**config.mk**
```make
export PLATFORM = sky130hd
export DESIGN_NAME = fetch_stage
export DESIGN_NICKNAME = d
export VERILOG_FILES = /design/src/rtl/tartaruga_pkg.sv /design/src/rtl/fetch_fifo.sv /design/src/rtl/fetch_stage.sv
export SDC_FILE = /design/constraint.sdc
export NUM_CORES = 1
export LEC_CHECK = 0
export ABC_AREA = 1
export BUFFER_PORTS_ARGS = -buffer_cell sky130_fd_sc_hd__buf_2
export CORE_UTILIZATION = 56
export DETAILED_ROUTE_END_ITERATION = 6
export PLACE_DENSITY = 0.79
export SKIP_LAST_GASP = 1
export SYNTH_ARGS = -nofsm -noshare
export SYNTH_HDL_FRONTEND = slang
export SYNTH_SLANG_ARGS = --single-unit
```
**constraint.sdc**
```tcl
create_clock -name clk_i -period 5.5 [get_ports clk_i]
set_clock_uncertainty 0.15 [all_clocks]
set_input_delay 0.825 -clock clk_i [delete_from_list [all_inputs] [get_ports clk_i]]
set_output_delay 0.825 -clock clk_i [all_outputs]
set_load 0.01 [all_outputs]
```
**src/rtl/tartaruga_pkg.sv**
```systemverilog
// Shared bus/instruction types and fetch constants for the tartaruga core.
package tartaruga_pkg;

    typedef logic [31:0] bus32_t;
    typedef logic [31:0] instruction_t;

    localparam bus32_t       RESET_PC_DEFAULT = 32'h0000_0000;
    localparam instruction_t NOP_INSTR        = 32'h0000_0013;

    typedef struct packed {
        bus32_t       pc;
        instruction_t instr;
    } fetch_entry_t;

    function automatic bus32_t align_word(input bus32_t addr);
        return {addr[31:2], 2'b00};
    endfunction

endpackage

```
**src/rtl/fetch_fifo.sv**
```systemverilog
// Small circular FIFO with flush; head is visible combinationally.
module fetch_fifo #(
    parameter int DEPTH = 2,
    parameter int WIDTH = 32
) (
    input  logic                           clk,
    input  logic                           rst,
    input  logic                           flush,
    input  logic                           push,
    input  logic [WIDTH-1:0]               push_data,
    input  logic                           pop,
    output logic [WIDTH-1:0]               head,
    output logic                           full,
    output logic                           empty,
    output logic [$clog2(DEPTH+1)-1:0]     count
);
    localparam int PW = (DEPTH > 1) ? $clog2(DEPTH) : 1;
    localparam int CW = $clog2(DEPTH + 1);

    logic [WIDTH-1:0] mem [DEPTH];
    logic [PW-1:0]    rd_ptr;
    logic [PW-1:0]    wr_ptr;
    logic             do_push;
    logic             do_pop;

    function automatic logic [PW-1:0] ptr_next(input logic [PW-1:0] p);
        return (p == PW'(DEPTH - 1)) ? '0 : p + PW'(1);
    endfunction

    assign empty   = (count == '0);
    assign full    = (count == CW'(DEPTH));
    assign head    = mem[rd_ptr];
    assign do_pop  = pop && !empty;
    // A full FIFO still takes a push when the head leaves in the same cycle.
    assign do_push = push && (!full || do_pop);

    always_ff @(posedge clk) begin
        if (rst || flush) begin
            rd_ptr <= '0;
            wr_ptr <= '0;
            count  <= '0;
        end else begin
            if (do_push) wr_ptr <= ptr_next(wr_ptr);
            if (do_pop)  rd_ptr <= ptr_next(rd_ptr);
            case ({do_push, do_pop})
                2'b10:   count <= count + CW'(1);
                2'b01:   count <= count - CW'(1);
                default: count <= count;
            endcase
        end
    end

    always_ff @(posedge clk) begin
        if (do_push && !rst && !flush) mem[wr_ptr] <= push_data;
    end

endmodule

```
**src/rtl/fetch_stage.sv**
```systemverilog
// Instruction fetch: issues word requests, pairs in-order responses with their
// PCs, buffers them for decode and discards responses made stale by a redirect.
module fetch_stage
    import tartaruga_pkg::*;
#(
    parameter bus32_t RESET_PC   = RESET_PC_DEFAULT,
    parameter int     FIFO_DEPTH = 2
) (
    input  logic         clk_i,
    input  logic         rst_i,
    output logic         imem_req_valid_o,
    input  logic         imem_req_ready_i,
    output bus32_t       imem_req_addr_o,
    input  logic         imem_rsp_valid_i,
    input  instruction_t imem_rsp_data_i,
    input  logic         redirect_i,
    input  bus32_t       redirect_pc_i,
    output bus32_t       pc_o,
    output instruction_t instr_o,
    output logic         valid_o,
    input  logic         ready_i
);
    localparam int CW = $clog2(FIFO_DEPTH + 1);

    if (FIFO_DEPTH != 2 && FIFO_DEPTH != 4) begin : g_bad_depth
        $error("fetch_stage: FIFO_DEPTH must be 2 or 4");
    end

    bus32_t        fetch_pc;
    bus32_t        pcq_head;
    fetch_entry_t  buf_in;
    fetch_entry_t  buf_head;
    logic [CW-1:0] outstanding;
    logic [CW-1:0] outstanding_next;
    logic [CW-1:0] drop_cnt;
    logic [CW-1:0] buf_count;
    logic [CW-1:0] pcq_count;
    logic          buf_full, buf_empty;
    logic          pcq_full, pcq_empty;
    logic          accept, rsp_ok, keep_rsp, pop;
    logic          unused_status;

    // Admission counts in-flight plus buffered so every response has a slot.
    assign imem_req_valid_o = !rst_i && !redirect_i
                              && ((int'(outstanding) + int'(buf_count)) < FIFO_DEPTH);
    assign imem_req_addr_o  = fetch_pc;

    assign accept   = imem_req_valid_o && imem_req_ready_i;
    assign rsp_ok   = imem_rsp_valid_i && !pcq_empty && !rst_i;
    assign keep_rsp = rsp_ok && (drop_cnt == '0) && !redirect_i;
    assign valid_o  = !buf_empty && !rst_i;
    assign pop      = valid_o && ready_i && !redirect_i;
    assign buf_in   = '{pc: pcq_head, instr: imem_rsp_data_i};
    assign pc_o     = valid_o ? buf_head.pc : '0;
    assign instr_o  = valid_o ? buf_head.instr : NOP_INSTR;

    assign outstanding_next = outstanding + CW'(accept) - CW'(rsp_ok);

    // PC queue occupancy mirrors the outstanding counter.
    assign unused_status = ^{pcq_count, pcq_full, buf_full};

    fetch_fifo #(
        .DEPTH (FIFO_DEPTH),
        .WIDTH ($bits(fetch_entry_t))
    ) u_instr_buf (
        .clk       (clk_i),
        .rst       (rst_i),
        .flush     (redirect_i),
        .push      (keep_rsp),
        .push_data (buf_in),
        .pop       (pop),
        .head      (buf_head),
        .full      (buf_full),
        .empty     (buf_empty),
        .count     (buf_count)
    );

    fetch_fifo #(
        .DEPTH (FIFO_DEPTH),
        .WIDTH ($bits(bus32_t))
    ) u_pc_queue (
        .clk       (clk_i),
        .rst       (rst_i),
        .flush     (1'b0),
        .push      (accept),
        .push_data (fetch_pc),
        .pop       (rsp_ok),
        .head      (pcq_head),
        .full      (pcq_full),
        .empty     (pcq_empty),
        .count     (pcq_count)
    );

    always_ff @(posedge clk_i) begin
        if (rst_i) begin
            fetch_pc    <= align_word(RESET_PC);
            outstanding <= '0;
            drop_cnt    <= '0;
        end else begin
            outstanding <= outstanding_next;
            if (redirect_i) begin
                fetch_pc <= align_word(redirect_pc_i);
                drop_cnt <= outstanding_next;
            end else begin
                if (accept) fetch_pc <= fetch_pc + 32'd4;
                if (rsp_ok && (drop_cnt != '0)) drop_cnt <= drop_cnt - CW'(1);
            end
        end
    end

endmodule

```
==> impl_metrics.py, run 1 <==
metrics = {
    "run_status": {
        "status": "completed",
    },
    "detailed_routing": {
        "wl_per_cell_um": 15.77,
        "drc": 0,
        "ant_nets": 0,
        "vias": 6856,
        "dr.pass1.iters": 5,
        "routed_wl_um": 20780,
        "drt_iter0_markers": 478,
        "viasPerCell": 5.202,
    },
    "yosys": {
        "yosysWarnings": 0,
        "synthDistinctLibCells": 39,
        "ys_seq_area_share_pct": 63.62,
        "synthXorXnorAreaFrac_pct": 0.9568,
        "synth_adder_area_share_pct": 0.6958,
        "synth_async_sr_flop_share_pct": 0,
        "synth_top_family_by_area": "simple AND/OR/NAND/NOR gates",
        "synth_compound_area_share_pct": 3.877,
        "synth_edf_count": 184,
        "synthTopCellsByCount": "nand2_1 (232), edfxtp_1 (184), inv_1 (134)",
        "synth_top_area_cell": "edfxtp_1",
        "ys_top_cells_by_area": "edfxtp_1 (55%), mux2_2 (10%), dfxtp_1 (8.7%)",
        "postSynth.topFlopCell": "edfxtp_1",
        "yosys.area_share.simple_pct": 14.03,
        "syn_area_per_cell_sq_um": 11.05,
        "muxShareOfSynthArea_pct": 9.953,
        "syn_inst": 911,
        "synth_top_area_share_pct": 54.87,
        "yosysMostFrequentCell": "nand2_1",
        "syn_area_sq_um": 10070,
        "ys_seq_elements": 228,
    },
    "job": {
        "cap_violations": 0,
    },
    "floorplanning": {
        "core_area_sq_um": 17420,
        "die-area_sq_um": 18520,
        "fp.dieW_um": 136.1,
        "die_h_um": 136.1,
        "io_pins": 168,
        "initial_utilization_pct": 57.82,
        "rows": 48,
    },
    "grt": {
        "grt_pass1_vias": 6417,
        "grt_start_max_net_pins": 63,
        "antenna_found_initial": 0,
        "grt_pass1_wl_um": 32000,
        "busiest_layer": "met2",
        "grt-ovfl-total": 0,
        "use_met3_pct": 3.803,
        "grtUsageMet2_pct": 38.30,
        "grt_usage_pct": 22.40,
        "groute.layer.met1.usage_pct": 28.56,
    },
    "timing": {
        "slew_headroom_pct": 40.37,
        "period_needed_ps": 4017,
        "tns_ps": 0,
        "fmax_mhz": 249.0,
        "fin_crit_sh_pct": 73.03,
        "hold_violations": 0,
        "finalMaxSlewViolations": 0,
        "worst_slew_pin_slew_ps": 894.5,
        "fin_hold_ws_ps": 326.2,
        "rsz0062_at_grt": "false",
        "setup_viol": 0,
    },
    "clock_tree": {
        "htree_levels": 1,
        "cts_resized": 0,
        "cts_tree": "built",
        "root_buffer": "clkbuf_16",
        "cts_setup_buffers": 0,
        "worstSkewPairLatency_ps": 510,
        "cts_made_buffers": 24,
        "clk_pin_slew_ps": 60,
        "cts_hold_buf": 0,
        "cts_buffer_depth": 3,
        "clock-sinks": 228,
    },
    "worst_setup_path": {
        "r2r-start": "u_instr_buf.count[0]$_SDFFE_PP0P_",
        "critical_path_buf_inv_count": 6,
        "worst-path-stages": 8,
        "path_cells": "buf_2, inv_1, o21ai_0, inv_2, buf_4, nand2_1, inv_1, buf_2",
        "critPathKind": "in2out",
        "cp_slowest_cell": "inv_2",
        "end_kind": "primary output",
        "endpoint": "instr_o[22]",
        "ff2ff_path_depth": 11,
        "slowest_delay_ps": 650,
        "cp_data_arrival_time_ps": 3040,
        "r2r_end": "u_pc_queue.mem[0][29]$_DFFE_PP_",
        "crit_path_max_fanout": 43,
        "crit_family": "buffers and inverters",
        "reg2reg_setup_slack_ps": 2580,
        "critPathLaunchType": "primary input",
        "cp.required_ps": 4530,
        "crit_start": "rst_i",
    },
    "final_layout": {
        "drive_gt1_share_pct": 29.19,
        "nets": 1150,
        "syn2layout_area_growth_pct": 18.35,
        "diodes": 0,
        "fillCellCount": 1282,
    },
    "place": {
        "gp_congestion": 0.8953,
        "hpwl_um": 13290,
        "portBuffers": 161,
    },
    "worst_hold_path": {
        "hold_class": "reg2reg",
        "whs_path_depth": 2,
    },
    "power": {
        "p_per_area_nw_per_um2": 322.7,
        "totalPowerFinal_mw": 3.846,
        "peakVddDrop_uv": 195.5,
        "leakagePower_nw": 5.137,
    },
}
[stage by stage]
step / util, % / setup WS (ps) / cells / cell area [sq um]
after floorplan: - / 837.3 / 914 / 10080
after global placement: 63.54 / 1495 / 1274 / 11070
after detailed placement: 63.54 / 1493 / 1274 / 11070
after CTS: 68.43 / 1502 / 1318 / 11920
after global routing: 68.43 / 1287 / 1318 / 11920
final: 68.43 / 1483 / 1318 / 11920
[metal layers]
| metal | share of wire [%] | up-vias |
|---|---|---|
| met3 | 6.6 | 30 |
| met5 | 0 | - |
| met4 | 1.8 | 0 |
| li1 | - | 3341 |
| met2 | 49 | 256 |
| met1 | 42 | 3229 |
[sequential cells by signal (all words and copies together), names as in the netlist, named ones only]
register	flops
drop_cnt	2
u_instr_buf.rd_ptr	1
u_instr_buf.count	2
u_pc_queue.rd_ptr	1
u_pc_queue.wr_ptr	1
outstanding	2
u_instr_buf.mem	124
u_instr_buf.wr_ptr	1
u_pc_queue.mem	60
u_pc_queue.count	2
imem_req_addr_o	30
[layout by cell type, fill, tap and decap left out, types with 2 or more instances in the layout]
cell type  instances
bufinv_16          4
nand3_1           36
mux2_2            89
clkbuf_1           3
inv_1            134
inv_2              2
ha_1               4
clkbuf_8           2
buf_2            161
o21ai_1           10
nor2_1            50
nor2_4             5
edfxtp_1         184
conb_1             4
a31oi_1            9
nand2_2            2
o21ai_0           13
o21bai_1           3
nand2_1          232
o211ai_1           6
clkbuf_16         25
a21boi_0           2
clkinv_2           7
xnor2_1            2
dfxtp_1           43
xor2_1             9
a21oi_1           24
nor2_2             5
buf_4              7
[worst min-delay path, cell delays in order (launching register included)]
cell and delay, ps:
dfxtp_1 310, nand3_1 70, nand2_1 50
[area by class of cell]
| cell class | instances | area, sq um | share of cell area (%) |
|---|---|---|---|
| Tap cell | 225 | 281.5 | 2.362 |
| Inverter | 137 | 515.5 | 4.325 |
| Timing Repair Buffer | 168 | 858.3 | 7.202 |
| Multi-Input combinational cell | 516 | 3004 | 25.21 |
| Clock buffer | 30 | 664.4 | 5.575 |
| Clock inverter | 14 | 186.4 | 1.564 |
| Sequential cell | 228 | 6407 | 53.76 |
[how the worst min path moves through the flow]
| stage | slack, ps | from | endpoint |
|---|---|---|---|
| 2_1_floorplan | 290 | u_pc_queue.wr_ptr$_SDFFE_PP0P_ | u_pc_queue.wr_ptr$_SDFFE_PP0P_ |
| 3_3_place_gp | 300 | u_pc_queue.wr_ptr$_SDFFE_PP0P_ | u_pc_queue.wr_ptr$_SDFFE_PP0P_ |
| 3_5_place_dp | 320 | u_pc_queue.wr_ptr$_SDFFE_PP0P_ | u_pc_queue.wr_ptr$_SDFFE_PP0P_ |
| 4_1_cts | 330 | u_pc_queue.wr_ptr$_SDFFE_PP0P_ | u_pc_queue.wr_ptr$_SDFFE_PP0P_ |
| 5_1_grt | 340 | imem_rsp_data_i[25] | u_instr_buf.mem[0][25]$_DFFE_PP_ |
| 6_report | 330 | u_pc_queue.wr_ptr$_SDFFE_PP0P_ | u_pc_queue.wr_ptr$_SDFFE_PP0P_ |
[kinds of logic (layout without fill, tap and decap cells)]
| family | Yosys count | after routing |
|---|---|---|
| xor+xnor | 11 | 11 |
| buf+inv | 170 | 349 |
| mux | 89 | 89 |
| flops | 228 | 228 |
| compound gates | 69 | 69 |
| other cells | 1 | 4 |
| fa+ha+maj | 5 | 5 |
| simple gates | 338 | 338 |
[power breakdown]
| group | total [mW] | internal [mW] | switching, mW | leakage [nW] |
|---|---|---|---|---|
| Clock | 1.70 | 1.05 | 0.648 | 0.419 |
| Sequential | 1.95 | 1.91 | 0.0382 | 2.04 |
| Combinational | 0.204 | 0.0831 | 0.121 | 2.67 |
Note: power is estimated with default switching activity, not from simulation.
==> run 2: changes to the inputs <==
--- a/config.mk
+++ b/config.mk
@@ -7,9 +7,9 @@
 export LEC_CHECK = 0
 export ABC_AREA = 1
 export BUFFER_PORTS_ARGS = -buffer_cell sky130_fd_sc_hd__buf_2
-export CORE_UTILIZATION = 56
+export CORE_UTILIZATION = 51
 export DETAILED_ROUTE_END_ITERATION = 6
-export PLACE_DENSITY = 0.79
+export PLACE_DENSITY = 0.76
 export SKIP_LAST_GASP = 1
 export SYNTH_ARGS = -nofsm -noshare
 export SYNTH_HDL_FRONTEND = slang
==> constraint.sdc (replaced) <==
create_clock -name clk_i -period 3.53 [get_ports clk_i]
set_clock_uncertainty 0.15 [all_clocks]
set_input_delay 0.5295 -clock clk_i [delete_from_list [all_inputs] [get_ports clk_i]]
set_output_delay 0.5295 -clock clk_i [all_outputs]
set_load 0.01 [all_outputs]
==> impl_metrics.py, run 2 (same netlist as run 1, synthesis figures left out) <==
metrics = {
    "worst_hold_path": {
        "min_to": "u_instr_buf.mem[0][2]$_DFFE_PP_",
        "worstHoldStart": "imem_rsp_data_i[2]",
        "whs_path_depth": 1,
        "hold_class": "in2reg",
    },
    "run_status": {
        "status": "completed",
    },
    "timing": {
        "rsz0062_at_grt": "false",
        "setup_viol": 0,
        "hold_violations": 0,
        "fmax_mhz": 364.2,
        "worst_slack_ps": 784.3,
        "fin_crit_sh_pct": 77.78,
        "finalMaxSlewViolations": 0,
        "worst_slew_pin_slew_ps": 699.6,
        "period_needed_ps": 2746,
        "slew_headroom_pct": 53.36,
        "tns_ps": 0,
    },
    "worst_setup_path": {
        "ff2ff_path_depth": 14,
        "critical_path_buf_inv_count": 4,
        "r2r_end": "drop_cnt[1]$_SDFFE_PP0P_",
        "path_cells": "o21ai_0, inv_2, buf_4, nand2_1, inv_1, buf_2",
        "cp.required_ps": 2850,
        "reg2reg_setup_slack_ps": 960,
        "crit_family": "buffers and inverters",
        "cp_slowest_cell": "buf_4",
        "cp_data_arrival_time_ps": 2070,
        "r2r-start": "u_instr_buf.count[0]$_SDFFE_PP0P_",
        "critPathLaunchType": "flop",
        "critPathKind": "reg2out",
        "slowest_delay_ps": 510,
        "end_kind": "primary output",
        "crit_path_max_fanout": 63,
    },
    "final_layout": {
        "fin_area_sq_um": 12040,
        "regMostFlops": "u_instr_buf.mem",
        "diodes": 0,
        "nets": 1156,
        "multi_input_area_sq_um": 3004,
        "finalNonFillerCells": 1363,
        "largest_register_ff_count": 124,
        "seq_area_sq_um": 6407,
        "syn2layout_area_growth_pct": 19.58,
        "drive_gt1_share_pct": 29.05,
        "final_cell_mix": "nand2_1 (232), edfxtp_1 (184), buf_2 (161)",
        "final_common_cell": "nand2_1",
        "fillCellCount": 1561,
    },
    "place": {
        "placed_cells": 1320,
        "placed_area_sq_um": 11220,
        "gp_congestion": 0.8845,
        "portBuffers": 161,
        "hpwl_um": 12840,
        "post-place-ws_ps": 894.5,
    },
    "grt": {
        "grt-ovfl-total": 0,
        "antenna_found_initial": 0,
        "grt_start_max_net_pins": 66,
        "grt_pass1_wl_um": 31240,
        "grt_pass1_vias": 6432,
        "grt_usage_pct": 19.46,
    },
    "floorplanning": {
        "core_area_sq_um": 19400,
        "io_pins": 168,
        "initial_utilization_pct": 51.91,
        "rows": 51,
        "fp.dieW_um": 142.5,
        "die_h_um": 142.5,
        "die-area_sq_um": 20310,
    },
    "power": {
        "leakagePower_nw": 5.162,
        "totalPowerFinal_mw": 5.922,
        "comb_power_share_pct": 5.4,
        "p_sw_mw": 1.208,
        "pwr-share-clk_pct": 43.5,
        "p_sw_share_pct": 20.41,
        "power.internal_mw": 4.714,
        "p_per_area_nw_per_um2": 491.8,
        "peakVddDrop_uv": 378.8,
        "seq_power_share_pct": 51.2,
    },
    "detailed_routing": {
        "wl_per_cell_um": 14.61,
        "drt_iter0_markers": 324,
        "ant_nets": 0,
        "routed_wl_um": 19910,
        "drc": 0,
        "dr.pass1.iters": 5,
        "viasPerCell": 4.910,
        "vias": 6693,
    },
    "clock_tree": {
        "clk_pin_slew_ps": 60,
        "root_buffer": "clkbuf_16",
        "cts_made_buffers": 24,
        "cts_hold_buf": 0,
        "worstSkewPairLatency_ps": 510,
        "cts_setup_buffers": 0,
        "htree_levels": 1,
        "cts_resized": 0,
        "cts_buffer_depth": 3,
        "cts_tree": "built",
        "clock-sinks": 228,
    },
    "job": {
        "cap_violations": 0,
    },
}
==> run 2: final cells by class <==
| cell class | count | share of cell area [%] |
|---|---|---|
| multi-input combinational | 516 | 24.95 |
| inverter | 137 | 4.281 |
| clock buffer | 33 | 5.528 |
| timing repair buffer | 174 | 8.022 |
| sequential | 228 | 53.21 |
| tap | 265 | 2.754 |
| clock inverter | 10 | 1.257 |
==> run 2: per-layer routing <==
layer  wire length [um]  share of wire [%]  up-vias  GRT usage [%]
met4                522                2.6        0          6.678
met5                  0                  0        -              0
met2               9587                 48      217          34.03
li1                   -                  -     3350              -
met3               1172                5.9       50          2.961
met1               8626                 43     3076          24.58
==> run 2: how the worst max path moves through the flow <==
stage / start / to / slack, ps / cells after the start
2_1_floorplan: redirect_i / u_instr_buf.mem[0][0]$_DFFE_PP_ / -840 / 6
4_1_cts: u_instr_buf.count[1]$_SDFFE_PP0P_ / pc_o[21] / 760 / 6
3_3_place_gp: rst_i / instr_o[0] / 900 / 7
3_5_place_dp: rst_i / pc_o[16] / 890 / 8
6_report: u_instr_buf.count[1]$_SDFFE_PP0P_ / pc_o[10] / 780 / 6
5_1_grt: u_instr_buf.count[1]$_SDFFE_PP0P_ / pc_o[16] / 610 / 6
==> run 2: power groups by stage <==
| stage | clock network (mW) | registers (mW) | logic, mW |
|---|---|---|---|
| finish | 2.57 | 3.03 | 0.318 |
| global route | 2.72 | 3.04 | 0.355 |
| floorplan | 0 | 3.08 | 0.195 |
| CTS | 2.63 | 3.03 | 0.321 |
| detailed placement | 0 | 3.09 | 0.318 |
| global placement | 0 | 3.08 | 0.308 |
==> run 2: through the flow <==
step / hold slack [ps] / util (%)
2_1_floorplan: 294.0 / -
3_3_place_gp: 302.9 / 57.86
3_5_place_dp: 323.6 / 57.86
4_1_cts: 44.07 / 62.07
5_1_grt: 48.20 / 62.07
6_report: 63.41 / 62.07
